`src/rtl/multi_hit_controller.sv`:
```
// Multi-laser / multi-enemy hit scanner: one (laser, enemy) pair per clock.
// Optional score output enabled by defining MULTI_HIT_SCORE_EN.
module multi_hit_controller #(
  parameter int NUM_ENEMIES = 8,
  parameter int NUM_LASERS  = 2,
  parameter int COORD_W     = 10,
  parameter int ENEMY_SIZE  = 30,
  parameter int LASER_W     = 20,
  parameter int LASER_H     = 49
) (
  input  logic                           Clk,
  input  logic                           Reset_n,
  input  logic                           frame_start,
  input  logic [NUM_ENEMIES*COORD_W-1:0] enemy_x,
  input  logic [NUM_ENEMIES*COORD_W-1:0] enemy_y,
  input  logic [NUM_ENEMIES-1:0]         enemy_alive,
  input  logic [NUM_LASERS*COORD_W-1:0]  laser_x,
  input  logic [NUM_LASERS*COORD_W-1:0]  laser_y,
  input  logic [NUM_LASERS-1:0]          laser_active,
  input  logic [NUM_ENEMIES-1:0]         enemy_clr,
  input  logic [NUM_LASERS-1:0]          laser_clr,
  output logic [NUM_ENEMIES-1:0]         enemy_hit,
  output logic [NUM_LASERS-1:0]          laser_hit,
  output logic                           scan_busy,
  output logic                           scan_done,
`ifdef MULTI_HIT_SCORE_EN
  input  logic                           score_clr,
  output logic [15:0]                    score,
`endif
  output logic [$clog2(NUM_ENEMIES+1)-1:0] hits_this_frame
);

  localparam int EIW = (NUM_ENEMIES > 1) ? $clog2(NUM_ENEMIES) : 1;
  localparam int LIW = (NUM_LASERS > 1) ? $clog2(NUM_LASERS) : 1;
  localparam int HW  = $clog2(NUM_ENEMIES + 1);
  localparam int CW1 = COORD_W + 1;

  localparam logic [EIW-1:0] E_LAST  = EIW'(NUM_ENEMIES - 1);
  localparam logic [LIW-1:0] L_LAST  = LIW'(NUM_LASERS - 1);
  localparam logic [HW-1:0]  ACC_MAX = HW'(NUM_ENEMIES);
  localparam logic [CW1-1:0] ES      = CW1'(ENEMY_SIZE);
  localparam logic [CW1-1:0] LW      = CW1'(LASER_W);
  localparam logic [CW1-1:0] LH      = CW1'(LASER_H);

  typedef enum logic [1:0] {
    S_IDLE,
    S_SCAN,
    S_DONE
  } state_t;

  state_t r_state;
  state_t w_state_n;

  logic [COORD_W-1:0]     r_ex [NUM_ENEMIES];
  logic [COORD_W-1:0]     r_ey [NUM_ENEMIES];
  logic [COORD_W-1:0]     r_lx [NUM_LASERS];
  logic [COORD_W-1:0]     r_ly [NUM_LASERS];
  logic [NUM_ENEMIES-1:0] r_ealive;
  logic [NUM_LASERS-1:0]  r_lact;
  logic [EIW-1:0]         r_ei;
  logic [LIW-1:0]         r_li;
  logic [HW-1:0]          r_acc;

  logic [CW1-1:0]         w_ex;
  logic [CW1-1:0]         w_ey;
  logic [CW1-1:0]         w_lx;
  logic [CW1-1:0]         w_ly;
  logic                   w_ovl;
  logic                   w_hit;
  logic                   w_last;
  logic [NUM_ENEMIES-1:0] w_ehit_n;
  logic [NUM_LASERS-1:0]  w_lhit_n;

  // Widen before adding so boxes near the screen edge never wrap.
  assign w_ex = {1'b0, r_ex[r_ei]};
  assign w_ey = {1'b0, r_ey[r_ei]};
  assign w_lx = {1'b0, r_lx[r_li]};
  assign w_ly = {1'b0, r_ly[r_li]};

  assign w_ovl = (w_lx <= w_ex + ES) &&
                 (w_lx + LW >= w_ex) &&
                 (w_ly <= w_ey + ES) &&
                 (w_ly + LH >= w_ey);

  assign w_hit = (r_state == S_SCAN) &&
                 r_lact[r_li] && r_ealive[r_ei] &&
                 !laser_hit[r_li] && !enemy_hit[r_ei] &&
                 w_ovl;

  assign w_last = (r_li == L_LAST) && (r_ei == E_LAST);

  always_ff @(posedge Clk or negedge Reset_n) begin
    if (!Reset_n) r_state <= S_IDLE;
    else          r_state <= w_state_n;
  end

  always_comb begin
    w_state_n = r_state;
    scan_busy = 1'b0;
    scan_done = 1'b0;
    unique case (r_state)
      S_IDLE: begin
        if (frame_start) w_state_n = S_SCAN;
      end
      S_SCAN: begin
        scan_busy = 1'b1;
        if (w_last) w_state_n = S_DONE;
      end
      S_DONE: begin
        scan_done = 1'b1;
        w_state_n = S_IDLE;
      end
      default: w_state_n = S_IDLE;
    endcase
  end

  // A set on the same bit as a clear takes priority.
  always_comb begin
    w_ehit_n = enemy_hit & ~enemy_clr;
    w_lhit_n = laser_hit & ~laser_clr;
    if (w_hit) begin
      w_ehit_n[r_ei] = 1'b1;
      w_lhit_n[r_li] = 1'b1;
    end
  end

  always_ff @(posedge Clk or negedge Reset_n) begin
    if (!Reset_n) begin
      enemy_hit       <= '0;
      laser_hit       <= '0;
      hits_this_frame <= '0;
      r_ealive        <= '0;
      r_lact          <= '0;
      r_ei            <= '0;
      r_li            <= '0;
      r_acc           <= '0;
      for (int i = 0; i < NUM_ENEMIES; i++) begin
        r_ex[i] <= '0;
        r_ey[i] <= '0;
      end
      for (int i = 0; i < NUM_LASERS; i++) begin
        r_lx[i] <= '0;
        r_ly[i] <= '0;
      end
    end else begin
      enemy_hit <= w_ehit_n;
      laser_hit <= w_lhit_n;
      unique case (r_state)
        S_IDLE: begin
          if (frame_start) begin
            for (int i = 0; i < NUM_ENEMIES; i++) begin
              r_ex[i] <= enemy_x[i*COORD_W +: COORD_W];
              r_ey[i] <= enemy_y[i*COORD_W +: COORD_W];
            end
            for (int i = 0; i < NUM_LASERS; i++) begin
              r_lx[i] <= laser_x[i*COORD_W +: COORD_W];
              r_ly[i] <= laser_y[i*COORD_W +: COORD_W];
            end
            r_ealive <= enemy_alive;
            r_lact   <= laser_active;
            r_ei     <= '0;
            r_li     <= '0;
            r_acc    <= '0;
          end
        end
        S_SCAN: begin
          if (w_hit && (r_acc != ACC_MAX)) r_acc <= r_acc + 1'b1;
          if (r_ei == E_LAST) begin
            r_ei <= '0;
            r_li <= r_li + 1'b1;
          end else begin
            r_ei <= r_ei + 1'b1;
          end
        end
        S_DONE: begin
          hits_this_frame <= r_acc;
        end
        default: ;
      endcase
    end
  end

`ifdef MULTI_HIT_SCORE_EN
  logic [15:0] w_score_base;
  logic [15:0] w_score_n;

  // Clear first, then the hit bonus, so clear+hit leaves exactly one bonus.
  always_comb begin
    w_score_base = score_clr ? 16'd0 : score;
    w_score_n    = w_score_base;
    if (w_hit) begin
      if (w_score_base > 16'hFFF5) w_score_n = 16'hFFFF;
      else                         w_score_n = w_score_base + 16'd10;
    end
  end

  always_ff @(posedge Clk or negedge Reset_n) begin
    if (!Reset_n) score <= '0;
    else          score <= w_score_n;
  end
`endif

endmodule
```
`config.mk`:
```
export PLATFORM = sky130hd
export DESIGN_NAME = multi_hit_controller
export DESIGN_NICKNAME = d
export VERILOG_FILES = /design/src/rtl/multi_hit_controller.sv
export SDC_FILE = /design/constraint.sdc
export NUM_CORES = 1
export LEC_CHECK = 0
export BUFFER_PORTS_ARGS = -buffer_cell sky130_fd_sc_hd__buf_2
export CORE_ASPECT_RATIO = 0.8
export CORE_UTILIZATION = 60
export CTS_CLUSTER_DIAMETER = 50
export DETAILED_ROUTE_END_ITERATION = 8
export GPL_ROUTABILITY_DRIVEN = 0
export PLACE_DENSITY = 0.84
export SLEW_MARGIN = 20
export SYNTH_ARGS = -nofsm -noshare
export SYNTH_HDL_FRONTEND = slang
export SYNTH_SLANG_ARGS = --single-unit
```
`constraint.sdc`:
```
create_clock -name Clk -period 8.9 [get_ports Clk]
set_input_delay 1.335 -clock Clk [delete_from_list [all_inputs] [get_ports Clk]]
set_output_delay 1.335 -clock Clk [all_outputs]
set_load 0.02 [all_outputs]
```
* Yosys cells after proc, flatten, opt, wreduce, memory -nomap -nowiden
Cells that the tools add are included.
Word-level totals: register bits 234, latch bits 0, memory bits (writable) 0, ROM bits 0, output and inout bits 16, word-level logic and storage cells 123, memories kept 0
Cells by class: add/subtract/negate cells 7, $mul 0, divide/modulo/power cells 0, $lt $le $gt $ge 10, equality and inequality tests 8, shift operators 0, mux-type cells 40, bitwise operators 8, reductions and logical operators 21
Operator list (count):
- 10-bit 2-to-1 mux | 10
- 10-bit binary-select mux with 3-bit select | 2
- 10-bit by 5-bit adder with 11-bit output, second input constant | 3
- 11-bit by 10-bit greater-or-equal comparator with 1-bit output | 2
- 10-bit by 11-bit <= comparator with 1-bit output | 2
- 1-bit logical AND | 12
- 1-bit 2-to-1 mux | 12
- 10-bit by 6-bit adder with 11-bit output, second input constant | 1
- 8-bit bitwise AND | 1
- 4-bit 2-to-1 mux | 2
- 8-bit 2-to-1 mux | 1
- 8-bit NOT | 1
- 8-bit bitwise OR | 1
- 4-bit one-hot mux with 2 select lines | 1
- 1-bit binary-select mux with 3-bit select | 2
- 2-bit 2-to-1 mux | 3
- 3-bit 2-to-1 mux | 2
- 3-bit one-hot mux with 2 select lines | 1
- 2-bit AND reduction | 3
- 3-bit AND reduction | 2
- 4-bit by 1-bit adder with 4-bit output, second input constant | 1
- 4-bit greater-or-equal comparator, second input constant | 1
- 3-bit by 4-bit less-than comparator with 1-bit output, second input constant | 1
- 2-bit by 1-bit != test with 1-bit output, second input constant | 2
- other kinds (23) | 25

* Longest topological paths before layout
depth in word-level cells 13, gate-level depth with buffers 22

* Worst setup path after synthesis
OpenSTA, ideal clock, no wires.
kind flip-flop to flip-flop, start reg r_li, end reg r_acc[3], arrival time 3.863 ns, required time 8.774 ns, path slack 4.911 ns, cell stages (with the launch flop) 17, path buffers 3, clock period less this slack 3.989 ns, cell sequence dfrtp_1 buf_2 buf_1 buf_1 mux2_2 ha_1 o211ai_1 o21ai_0 xor2_1 ha_1 a2111o_1 a31oi_1 o21a_1 o221ai_1 and3_1 o311a_4 a221o_1
On the way: cells in the longest elaborated chain, start to end 13, elaborated cells on any way between the ends 29
RTL lines:
- from (decl) | line 61 | logic [LIW-1:0] r_li;
- from (signal assigned) | line 170 | r_li <= r_li + 1'b1;
- 1-bit NOT with 2-bit output (implied by the code) | line 77, 78
- 10-bit 2-to-1 mux (implied by the code) (3 in a row) | line 77 | assign w_lx = {1'b0, r_lx[r_li]};
- 10-bit by 5-bit adder with 11-bit output | line 81 | (w_lx + LW >= w_ex) &&
- 11-bit by 10-bit greater-or-equal comparator with 1-bit output | line 81
- 1-bit logical AND | line 80 | assign w_ovl = (w_lx <= w_ex + ES) &&
- 1-bit logical AND | line 81
- 1-bit logical AND | line 82 | (w_ly <= w_ey + ES) &&
- 1-bit logical AND * | line 87 | !laser_hit[r_li] && !enemy_hit[r_ei] &&
- 1-bit logical AND * | line 167 | if (w_hit && (r_acc != ACC_MAX)) r_acc <= r_acc + 1'b1;
- 2-bit by 1-bit != test with 1-bit output (no source line) *
- 3-bit AND reduction (no source line) *
- to (signal assigned) | line 167
- to (decl) | line 62 | logic [HW-1:0] r_acc;
Mark *: on every way between the ends. The rest lies on a longest branch, timed or not. The select of a mux whose other input is x is not followed. A chain may end at the register's enable or synchronous reset.

* Worst setup path in the final report
start reg r_ei[2], end reg enemy_hit[4]
On the way: cells in the longest elaborated chain, start to end 11, elaborated cells on any way between the ends 32
RTL lines:
- from (decl) | line 60 | logic [EIW-1:0] r_ei;
- from (signal assigned) | line 172 | r_ei <= r_ei + 1'b1;
- 3-bit NOT with 4-bit output (implied by the code) | line 75, 76
- 10-bit binary-select mux with 3-bit select | line 75 | assign w_ex = {1'b0, r_ex[r_ei]};
- 10-bit 2-to-1 mux (implied by the code) (2 in a row) | line 75
- 10-bit by 5-bit adder with 11-bit output | line 80
- 10-bit by 11-bit <= comparator with 1-bit output | line 80
- 1-bit logical AND | line 80
- 1-bit logical AND | line 81
- 1-bit logical AND | line 82
- 1-bit logical AND | line 87
- 8-bit 2-to-1 mux * | line 121 | if (w_hit) begin
- via w_ehit_n[4] | line 71 | logic [NUM_ENEMIES-1:0] w_ehit_n;
- to (signal assigned) | line 146 | enemy_hit <= w_ehit_n;
- to (decl) | line 22 | output logic [NUM_ENEMIES-1:0] enemy_hit,
Mark *: on every way through the listed nets, which the timed path passes. The rest lies on a longest branch. The select of a mux whose other input is x is not followed.

==> reports/qor.yml <==
run_status:
  status: "finished clean"
route:
  vias_per_cell: 5.687
  vias: 10660
  drt_iter0_drc: 999
  drc: 0
  ant_nets: 0
  dr.pass1.iters: 5
  wire_per_inst_um: 18.09
  routed_wl_um: 33920
cells_and_area:
  fin_util: 0.7227
  area_growth_pct: 17.69
  drive_above_1_share: 0.2113
  final_common_cell: "nand2_1"
  nets: 1861
  n_fill_cell: 1451
  layout_common_cells: "nand2_1, buf_2, dfrtp_1, ha_1, mux2i_1"
global_routing:
  grt_first_pass_wirelength_um: 53680
  antenna_found_initial: 1
  grt_pass1_vias: 10310
  grt_max_degree: 117
  grt-ovfl-total: 0
  grt_usage: 0.3308
worst_setup_path:
  crit_fanout: 44
  arrival_ns: 5.19
  end_kind: "flip-flop"
  critical_path_required_ns: 9.32
  start_kind: "flip-flop"
  criticalPathCategory: "reg -> reg"
min_path:
  min_path_type: "reg -> reg"
cts:
  cts.htree.levels: 1
  clock-sinks: 234
  clock_path_buffers: 3
  hold_buffers: 0
  clkLatencyLatePin_ns: 0.55
  cts_tree: "done"
  clk_pin_slew_worst_paths_ns: 0.06
  cts_root_buf: "clkbuf_16"
  post_cts_resized: 0
  cts_setup_buffers: 0
  cts_buffers: 26
floorplanning:
  pin_count: 239
  die_w_um: 161.4
  start_util: 0.6141
  fp.coreArea_mm2: 0.01986
  die_y_um: 129.5
  fp.dieArea_mm2: 0.02090
  placementRows: 46
yosys:
  syn_area_per_cell_um2: 8.778
  synth_ff_type: "dfrtp_1"
  syn_nets: 1659
  yosys_warnings: 0
  synthCells: 1389
  synth-seq-cells: 234
  synth-seq-area-share: 0.4802
  netlist_area_mm2: 0.01219
  async_reset_ff_frac: 1.000
  yosysUniqueCellTypes: 67
  synth_edf_count: 0
sta:
  post-route-period-util: 0.5361
  rsz0062_at_grt: "false"
  tightest_slew_ns: 1.098
  max_freq_ghz: 0.2096
  final.setup.tns_ns: 0
  slew_headroom: 0.2682
  finalMaxSlewViolations: 0
  hold_viol_final: 0
  hold_ws_ns: 0.4723
  setup_viol: 0
  finClkSkew_ns: 0.02670
  fin_crit_ns: 4.771
power:
  leakage_uw: 0.007692
  peakVddDrop_v: 0.0002084
  power.density_mw_per_mm2: 413.8
placed_design:
  port_buffers: 238
  dpl.hpwl_um: 23450
job:
  drv_cap: 0
state kept, by name, indices dropped and copies added, names as in the netlist, 3 cells and up:
register / flops
r_ealive: 8
enemy_hit: 8
r_acc: 4
r_ei: 3
r_ly: 20
r_ex: 80
r_ey: 80
r_lx: 20
hits_this_frame: 4
synth_stat cells (all sizes together) (6+ instances only):
| library cell | instances | area [um2] |
|---|---|---|
| nand2 | 670 | 2515 |
| dfrtp | 234 | 5856 |
| clkbuf | 49 | 183.9 |
| ha | 47 | 588.1 |
| mux2i | 43 | 442.9 |
| inv | 37 | 138.9 |
| buf | 24 | 152.7 |
| o21ai | 22 | 113.9 |
| mux2 | 19 | 214.0 |
| a21oi | 18 | 90.09 |
| mux4 | 18 | 416.7 |
| nor2 | 18 | 70.07 |
| xnor2 | 18 | 157.7 |
| nand3 | 17 | 85.08 |
| nor2b | 11 | 68.82 |
| nand2b | 10 | 62.56 |
| xor2 | 10 | 87.58 |
| nor3 | 9 | 45.04 |
| o211ai | 9 | 72.57 |
| a21o | 8 | 60.06 |
| o22ai | 7 | 43.79 |
| a221oi | 6 | 52.55 |
| a22oi | 6 | 45.04 |
cell type report:
cell class              instances  area (um2)  area share
diodes                          2       5.005   0.0003488
clock buffers                  31       709.4     0.04944
clock inverters                15       140.1    0.009765
inverters                      39       146.4     0.01020
multi-input cells            1043        5864      0.4087
flip-flops and latches        234        5862      0.4085
well taps                     264       330.3     0.02302
repair buffers                247        1292     0.09007
per-stage QoR:
| stage | cells | total power (uW) | setup slack, ns | area, um2 |
|---|---|---|---|---|
| 2_1_floorplan | 1389 | 3966 | 4.911 | 12190 |
| 3_3_place_gp | 1826 | 4589 | 4.574 | 13460 |
| 3_5_place_dp | 1826 | 4752 | 4.369 | 13460 |
| 4_1_cts | 1872 | 5863 | 4.268 | 14310 |
| 5_1_grt | 1874 | 6355 | 3.913 | 14350 |
| 6_report | 1875 | 5939 | 4.129 | 14350 |
final timing paths:
check,from,slack (ns),end,cells past startpoint
setup / recovery,r_ei[2],4.13,enemy_hit[4],19
hold / removal,r_ex[65],0.47,r_ex[65],2
setup reg to reg,r_ei[2],4.13,enemy_hit[4],19
hold reg to reg,r_ex[65],0.47,r_ex[65],2
max in group asynchronous,Reset_n,6.65,r_ei[2],2
min in group asynchronous,Reset_n,0.79,r_lx[1],1
logic make-up after synthesis:
| logic type | count (synthesis) | synth area share |
|---|---|---|
| XOR/XNOR | 28 | 0.02011 |
| flip-flops | 234 | 0.4802 |
| buffers and inverters | 112 | 0.03961 |
| AO/OA/AOI/OAI | 126 | 0.07481 |
| AND/OR/NAND/NOR | 762 | 0.2489 |
| adder cells (fa/ha/maj) | 47 | 0.04823 |
| multiplexers | 80 | 0.08805 |
critical path: stages (launching register included):
cell	delay (ns)
dfrtp_4	0.74
buf_4	0.55
and2_1	0.28
a22oi_1	0.10
o21a_1	0.22
ha_1	0.18
inv_1	0.08
or2_2	0.14
inv_1	0.05
nor3_1	0.34
nand2_1	0.13
xnor2_1	0.16
ha_1	0.21
a211o_1	0.27
a31oi_1	0.13
o21ai_0	0.14
o211ai_2	0.11
o311a_4	0.28
nand2_1	0.16
o32ai_1	0.35
layer usage:
metal | GRT usage | share of wire | vias up
li1 | - | - | 4959
met1 | 0.4798 | 0.44 | 5066
met2 | 0.4932 | 0.43 | 551
met3 | 0.07138 | 0.098 | 87
met4 | 0.1204 | 0.036 | 0
met5 | 0 | 0 | -
report_power, final:
| group | internal, uW | switching (uW) |
|---|---|---|
| registers | 1530 | 356 |
| clock network | 583 | 468 |
| logic | 1250 | 1740 |
| total | 3370 | 2570 |
(Power assumes the default switching activity.)
